File: config.mk
export PLATFORM = sky130hd
export DESIGN_NAME = imem_loader
export DESIGN_NICKNAME = d
export VERILOG_FILES = /design/src/rtl/imem_loader.sv
export SDC_FILE = /design/constraint.sdc
export NUM_CORES = 1
export LEC_CHECK = 0
export CAP_MARGIN = 20
export CORE_ASPECT_RATIO = 1.1
export CORE_UTILIZATION = 60
export CTS_BUF_LIST = sky130_fd_sc_hd__clkbuf_8 sky130_fd_sc_hd__clkbuf_16
export DETAILED_ROUTE_END_ITERATION = 6
export PLACE_DENSITY = 0.85
export SYNTH_ARGS = -nofsm -noshare
export SYNTH_HDL_FRONTEND = slang
export SYNTH_SLANG_ARGS = --single-unit
File: constraint.sdc
create_clock -name clk -period 6.2 [get_ports clk]
set_input_delay 0.62 -clock clk [delete_from_list [all_inputs] [get_ports clk]]
set_output_delay 0.62 -clock clk [all_outputs]
set_load 0.05 [all_outputs]
File: src/rtl/imem_loader.sv
// Instruction-memory loader: parses an address/count/data/checksum byte stream
// and writes 32-bit little-endian words into instruction memory.
module imem_loader #(
  parameter int ADDR_W = 10
) (
  input  logic              clk,
  input  logic              reset_n,
  input  logic [7:0]        in_data,
  input  logic              in_valid,
  output logic              in_ready,
  input  logic              clear,
  output logic              mem_we,
  output logic [ADDR_W-1:0] mem_waddr,
  output logic [31:0]       mem_wdata,
  output logic              busy,
  output logic              done,
  output logic              error
);

  typedef enum logic [2:0] {
    S_IDLE, S_ADDR, S_COUNT, S_DATA, S_CHECK, S_DONE, S_ERROR
  } state_t;

  state_t            state_q, state_d;
  logic [1:0]        bcnt_q, bcnt_d;
  logic [23:0]       addr_q, addr_d;
  logic [7:0]        cnt_lo_q, cnt_lo_d;
  logic [15:0]       rem_q, rem_d;
  logic [ADDR_W-1:0] idx_q, idx_d;
  logic [23:0]       wbuf_q, wbuf_d;
  logic [7:0]        csum_q, csum_d;
  logic              we_q, we_d;
  logic [ADDR_W-1:0] waddr_q, waddr_d;
  logic [31:0]       wdata_q, wdata_d;

  logic [1:0]        rst_sync_q;
  logic              rst_n_s;
  logic              xfer;
  logic [31:0]       full_addr;
  logic              unused_addr_bits;

  // Assert asynchronously, release two edges after reset_n rises
  always_ff @(posedge clk or negedge reset_n) begin
    if (!reset_n) rst_sync_q <= 2'b00;
    else          rst_sync_q <= {rst_sync_q[0], 1'b1};
  end
  assign rst_n_s = rst_sync_q[1];

  always_ff @(posedge clk or negedge rst_n_s) begin
    if (!rst_n_s) begin
      state_q  <= S_IDLE;
      bcnt_q   <= 2'd0;
      addr_q   <= 24'd0;
      cnt_lo_q <= 8'd0;
      rem_q    <= 16'd0;
      idx_q    <= {ADDR_W{1'b0}};
      wbuf_q   <= 24'd0;
      csum_q   <= 8'd0;
      we_q     <= 1'b0;
      waddr_q  <= {ADDR_W{1'b0}};
      wdata_q  <= 32'd0;
    end else begin
      state_q  <= state_d;
      bcnt_q   <= bcnt_d;
      addr_q   <= addr_d;
      cnt_lo_q <= cnt_lo_d;
      rem_q    <= rem_d;
      idx_q    <= idx_d;
      wbuf_q   <= wbuf_d;
      csum_q   <= csum_d;
      we_q     <= we_d;
      waddr_q  <= waddr_d;
      wdata_q  <= wdata_d;
    end
  end

  assign xfer      = in_valid & in_ready;
  assign full_addr = {in_data, addr_q};
  // Address bits above the word index are deliberately ignored
  assign unused_addr_bits = ^full_addr[31:ADDR_W+2];

  always_comb begin
    state_d  = state_q;
    bcnt_d   = bcnt_q;
    addr_d   = addr_q;
    cnt_lo_d = cnt_lo_q;
    rem_d    = rem_q;
    idx_d    = idx_q;
    wbuf_d   = wbuf_q;
    csum_d   = csum_q;
    we_d     = 1'b0;
    waddr_d  = waddr_q;
    wdata_d  = wdata_q;
    case (state_q)
      S_IDLE: begin
        if (xfer) begin
          addr_d  = {16'd0, in_data};
          bcnt_d  = 2'd1;
          csum_d  = 8'd0;
          state_d = S_ADDR;
        end
      end
      S_ADDR: begin
        if (xfer) begin
          bcnt_d = bcnt_q + 2'd1;
          case (bcnt_q)
            2'd1:    addr_d[15:8]  = in_data;
            2'd2:    addr_d[23:16] = in_data;
            2'd3: begin
              if (addr_q[1:0] != 2'b00) begin
                state_d = S_ERROR;
              end else begin
                idx_d   = full_addr[ADDR_W+1:2];
                state_d = S_COUNT;
              end
            end
            default: addr_d[7:0]   = in_data;
          endcase
        end
      end
      S_COUNT: begin
        if (xfer) begin
          if (!bcnt_q[0]) begin
            cnt_lo_d = in_data;
            bcnt_d   = 2'd1;
          end else begin
            rem_d   = {in_data, cnt_lo_q};
            bcnt_d  = 2'd0;
            state_d = (rem_d == 16'd0) ? S_CHECK : S_DATA;
          end
        end
      end
      S_DATA: begin
        if (xfer) begin
          csum_d = csum_q ^ in_data;
          bcnt_d = bcnt_q + 2'd1;
          case (bcnt_q)
            2'd0: wbuf_d[7:0]   = in_data;
            2'd1: wbuf_d[15:8]  = in_data;
            2'd2: wbuf_d[23:16] = in_data;
            default: begin
              we_d    = 1'b1;
              waddr_d = idx_q;
              wdata_d = {in_data, wbuf_q};
              idx_d   = idx_q + 1'b1;
              rem_d   = rem_q - 16'd1;
              if (rem_q == 16'd1) state_d = S_CHECK;
            end
          endcase
        end
      end
      S_CHECK: begin
        if (xfer) state_d = (in_data == csum_q) ? S_DONE : S_ERROR;
      end
      S_DONE, S_ERROR: begin
        if (clear) begin
          state_d = S_IDLE;
          bcnt_d  = 2'd0;
          csum_d  = 8'd0;
        end
      end
      default: state_d = S_IDLE;
    endcase
  end

  assign in_ready  = (state_q != S_DONE) && (state_q != S_ERROR);
  assign busy      = (state_q == S_ADDR) || (state_q == S_COUNT) ||
                     (state_q == S_DATA) || (state_q == S_CHECK);
  assign done      = (state_q == S_DONE);
  assign error     = (state_q == S_ERROR);
  assign mem_we    = we_q;
  assign mem_waddr = waddr_q;
  assign mem_wdata = wdata_q;

endmodule

-- Word level (Yosys, flattened, before mapping)
Index checks and enable logic that the tools add are counted.
W data, S select, Z words.
- input port bits: 12
- output and inout port bits: 47
- bits in registers: 128
- word-level logic and storage cells: 121
- eq/ne operators: 27
- reductions and logical operators: 29
- add/sub/neg operators: 3
- bitwise logic cells: 4
- muxes and demuxes: 43
- operators by type and width (kind ; number):
    $mux W16 ; 4
    $mux W10 ; 5
    $mux W3 ; 12
    $mux W8 ; 4
    $pmux W16 S2 ; 1
    $mux W12 ; 2
    $pmux W12 S2 ; 1
    $pmux W8 S3 ; 1
    $ne A2 B2 Y1 const B ; 11
    $pmux W10 S2 ; 1
    $pmux W3 S6 ; 1
    $eq A16 B1 Y1 const B ; 1
    $logic_not A16 Y1 ; 1
    $sub A16 B1 Y16 const B ; 1
    $reduce_and A3 Y1 ; 5
    $reduce_and A4 Y1 ; 3
    $add A10 B1 Y10 const B ; 1
    $mux W2 ; 5
    $reduce_and A10 Y1 ; 1
    $reduce_and A5 Y1 ; 2
    $eq A3 B3 Y1 const B ; 3
    $eq A8 B8 Y1 ; 1
    $pmux W2 S4 ; 1
    $reduce_bool A2 Y1 ; 4
    21 further kinds ; 34

-- Longest topological paths before layout
- word-level depth: 5
- gate-level depth with buffers: 8
- gate-level depth less buffers: 7

-- Worst setup path after synthesis
OpenSTA, ideal clock, no wires.
- path type: register to output
- start: register state_q[0]
- end: output port done
- data arrival time: 1949 ps
- slack: 3631 ps
- stages on the path, launching flop included: 5
- required time: 5580 ps
- path buffers: 2
- cells stage by stage: dfrtp_1 buf_2 inv_1 clkbuf_1 nor3b_1
- cells in the longest elaborated chain, start to end: 1
- RTL lines (item ; RTL line ; RTL):
    start: declaration ; 24 ; state_t state_q, state_d;
    start signal: assignment ; 63 ; state_q <= state_d;
    $eq A3 B3 Y1 ; 169 ; assign done = (state_q == S_DONE);
    end: declaration ; 16 ; output logic done,
No other way between the ends.

-- Worst setup path in the final report
Ends and elaborated chain as after synthesis.

==> results.yml <==
status:
  outcome: "complete, no violations"
routing:
  viasPerCell: 6.420
  final_antenna_net_count: 0
  drc: 0
  vias: 4552
  drt_iter0_drc: 313
  dr.pass1.iters: 7
  routedWlPerCell_microns: 20.08
  routed_wl_mm: 14.24
global_route:
  gr-total-overflow: 0
  use_met3_pct: 7.364
  grt_use_met2_pct: 46.03
  grtUsageTotal_pct: 28.46
  antenna_found_initial: 0
  grt_pass1_wl_mm: 22.78
  grt_pass1_vias: 4559
  grt_max_degree: 81
  grt_use_met1_pct: 35.84
  top_usage_layer: "met2"
finish:
  fin_util_pct: 75.78
  diodes: 0
  area_delta_synth_final_pct: 21.03
  final_layout_size_suffix_gt1_share_pct: 20.78
  final_nets: 598
  fillers: 573
critical_path:
  reg2reg_depth: 4
  path_class: "flip-flop to output port"
  timing.rr.end: "mem_wdata[12]"
  cp-start-kind: "flip-flop"
  cp.arrival_ps: 2760
  required_ps: 5580
  r2r_start: "state_q[1]"
  cp-end-kind: "output port"
  crit_fanout: 22
  r2r_slack_ps: 3230
place:
  io_buffers: 58
  dpl.hpwl_mm: 8.576
  gp_congestion: 0.8495
floorplan:
  io_pins: 59
  dieArea_sq_um: 10260
  fp.dieH_microns: 106.1
  fp.dieW_microns: 96.66
  core_area_sq_um: 9444
  start_util_pct: 62.61
  rows: 37
cts:
  cts_tree: "done"
  clk_pin_slew_worst_paths_ps: 60
  insertion_delay_ps: 520
  cts-root-buf: "clkbuf_8"
  postCtsSetupBuffers: 0
  cts_buffer_depth: 2
  ctsResizeCount: 0
  htreeDepth: 4
  holdBufCountCts: 0
  cts_sinks: 128
  numCtsBuffers: 17
timing:
  hold_viol: 0
  max_freq_mhz: 296.3
  min_period_ps: 3375
  relSlewSlack_pct: 30.78
  maxSlewViolCount: 0
  fin_tns_setup_ps: 0
  worstMarginPinSlew_ps: 1036
  finalCritPeriodShare_pct: 54.44
  hold_slack_ps: 257.1
  rsz0062_at_grt: "no"
  finClkSkew_ps: 9.657
  setup_viol: 0
logic_synthesis:
  ys_seq_elements: 128
  async_flop_share_pct: 100.0
  synth-main-ff-cell: "dfrtp_1"
  yosys_warnings: 0
  synth.distinct_cells: 50
  syn_avg_cell_area_sq_um: 11.09
  synth_top_area_share_pct: 54.17
  yosysTopAreaCell: "dfrtp_1"
  synth.area.top_cells: "dfrtp_1 54%, mux2_2 15%, o21ai_0 4.2%"
  synth.cell_area_sq_um: 5913
  netlist_instances: 533
  synth_enable_flop_cells: 0
  seq_area_frac_synth_pct: 54.17
  postSynthNetCount: 552
power_and_ir_drop:
  p_per_area_nw_per_um2: 645.5
  pwr-share-clk_pct: 22.0
  netSwitchingFraction_pct: 42.72
  leakage_uw: 0.003013
  p_int_uw: 2646
  power_switching_uw: 1973
  pwr-share-seq_pct: 34.5
  vdd_drop_max_mv: 0.5014
  pwr-share-comb_pct: 43.6
run:
  max_cap_violations: 0
worst_hold_path:
  hold_path_class: "input pin to async pin"
[stage by stage]
| step | instance area (sq um) | std cells | worst slack [ps] | total power, uW |
|---|---|---|---|---|
| after floorplan | 5913 | 533 | 2370 | 2982 |
| after global placement | 6520 | 676 | 3148 | 3442 |
| after detailed placement | 6520 | 676 | 3053 | 3546 |
| after CTS | 7129 | 708 | 2830 | 4604 |
| after global routing | 7157 | 709 | 2678 | 4851 |
| final | 7157 | 709 | 2825 | 4620 |
[critical path: stages, from the launching register on]
cell and delay, ps:
dfrtp_1 760, inv_1 360, nor3b_1 260, clkdlybuf4s50_1 850
[per-layer routing]
layer,up-vias,part of all wire [%]
met3,49,6.4
met4,0,3.7
met2,207,51
met5,-,0
met1,2295,39
li1,2001,-
[synth_stat cells (2+ instances only)]
cell type  number
a211oi_1        3
a21oi_1        31
a22oi_1         2
a2bb2oi_1       2
a31oi_1         5
a32oi_1         2
and3_1          7
buf_2          11
clkbuf_1       22
dfrtp_1       128
ha_1            7
inv_1           7
mux2_1          2
mux2_2         81
nand2_1        43
nand2b_1        3
nand3_1        17
nand4_1         4
nor2_1         32
nor2b_1         3
nor3_1         12
nor3b_1         6
nor4_1          8
o21a_1          3
o21ai_0        50
o22a_1          4
o22ai_1         3
o2bb2ai_1       4
o31ai_1         2
xnor2_1         9
[power by group through the flow]
stage | combinational, uW | sequential [uW] | clock (uW)
2_1_floorplan | 1060 | 1930 | 0
3_3_place_gp | 1900 | 1550 | 0
3_5_place_dp | 1970 | 1580 | 0
4_1_cts | 2000 | 1580 | 1030
5_1_grt | 2150 | 1640 | 1060
6_report | 2010 | 1590 | 1010
[state kept, by name (all words and copies together) (netlist names), 2 cells and up]
signal / cells
rst_sync_q: 2
mem_waddr: 10
wbuf_q: 24
addr_q: 12
csum_q: 8
bcnt_q: 2
cnt_lo_q: 8
state_q: 3
mem_wdata: 32
rem_q: 16
idx_q: 10
[worst max path at each step]
stage / end / slack [ps] / start / cells past startpoint
global placement: mem_wdata[12] / 3150 / in_valid / 4
finish: done / 2820 / state_q[0] / 3
detailed placement: mem_wdata[12] / 3050 / in_valid / 4
CTS: done / 2830 / state_q[0] / 3
global route: done / 2680 / state_q[0] / 3
floorplan: addr_q[0] / 2370 / rst_sync_q[1] / 0
[area by class of cell]
class                      count  area, sq um  area share [%]
clock buffer                  18        427.9           5.979
multi-input combinational    364         2545           35.56
sequential                   128         3207           44.81
clock inverter                14        181.4           2.535
tap                          117        146.4           2.045
inverter                       7        26.28          0.3671
timing repair buffer          61        623.1           8.706
[cells in the final DEF (no fill, tap or decap), drive strengths merged, types with 4 or more instances in the layout]
cell | synthesis | layout
ha | 7 | 7
and3 | 7 | 7
nor2 | 32 | 32
clkbuf | 22 | 18
dfrtp | 128 | 128
nand3 | 17 | 17
nor3 | 13 | 13
nand4 | 5 | 5
clkinv | 0 | 5
nor3b | 6 | 6
o2bb2ai | 4 | 4
o21ai | 52 | 52
nand2 | 43 | 43
o22a | 4 | 4
xnor2 | 9 | 9
a21oi | 31 | 31
nor4 | 8 | 8
clkdlybuf4s50 | 0 | 58
nor2b | 4 | 4
mux2 | 83 | 83
a31oi | 5 | 5
inv | 7 | 10
[logic make-up after synthesis]
kind of cell	synth area share [%]
AND/OR/NAND/NOR	12.12
flip-flops	54.17
AO/OA/AOI/OAI	11.87
multiplexers	15.98
buffers and inverters	2.835
XOR/XNOR	1.481
adder cells (fa/ha/maj)	1.481
other	0.06342
Power figures use the tool's default switching activity.
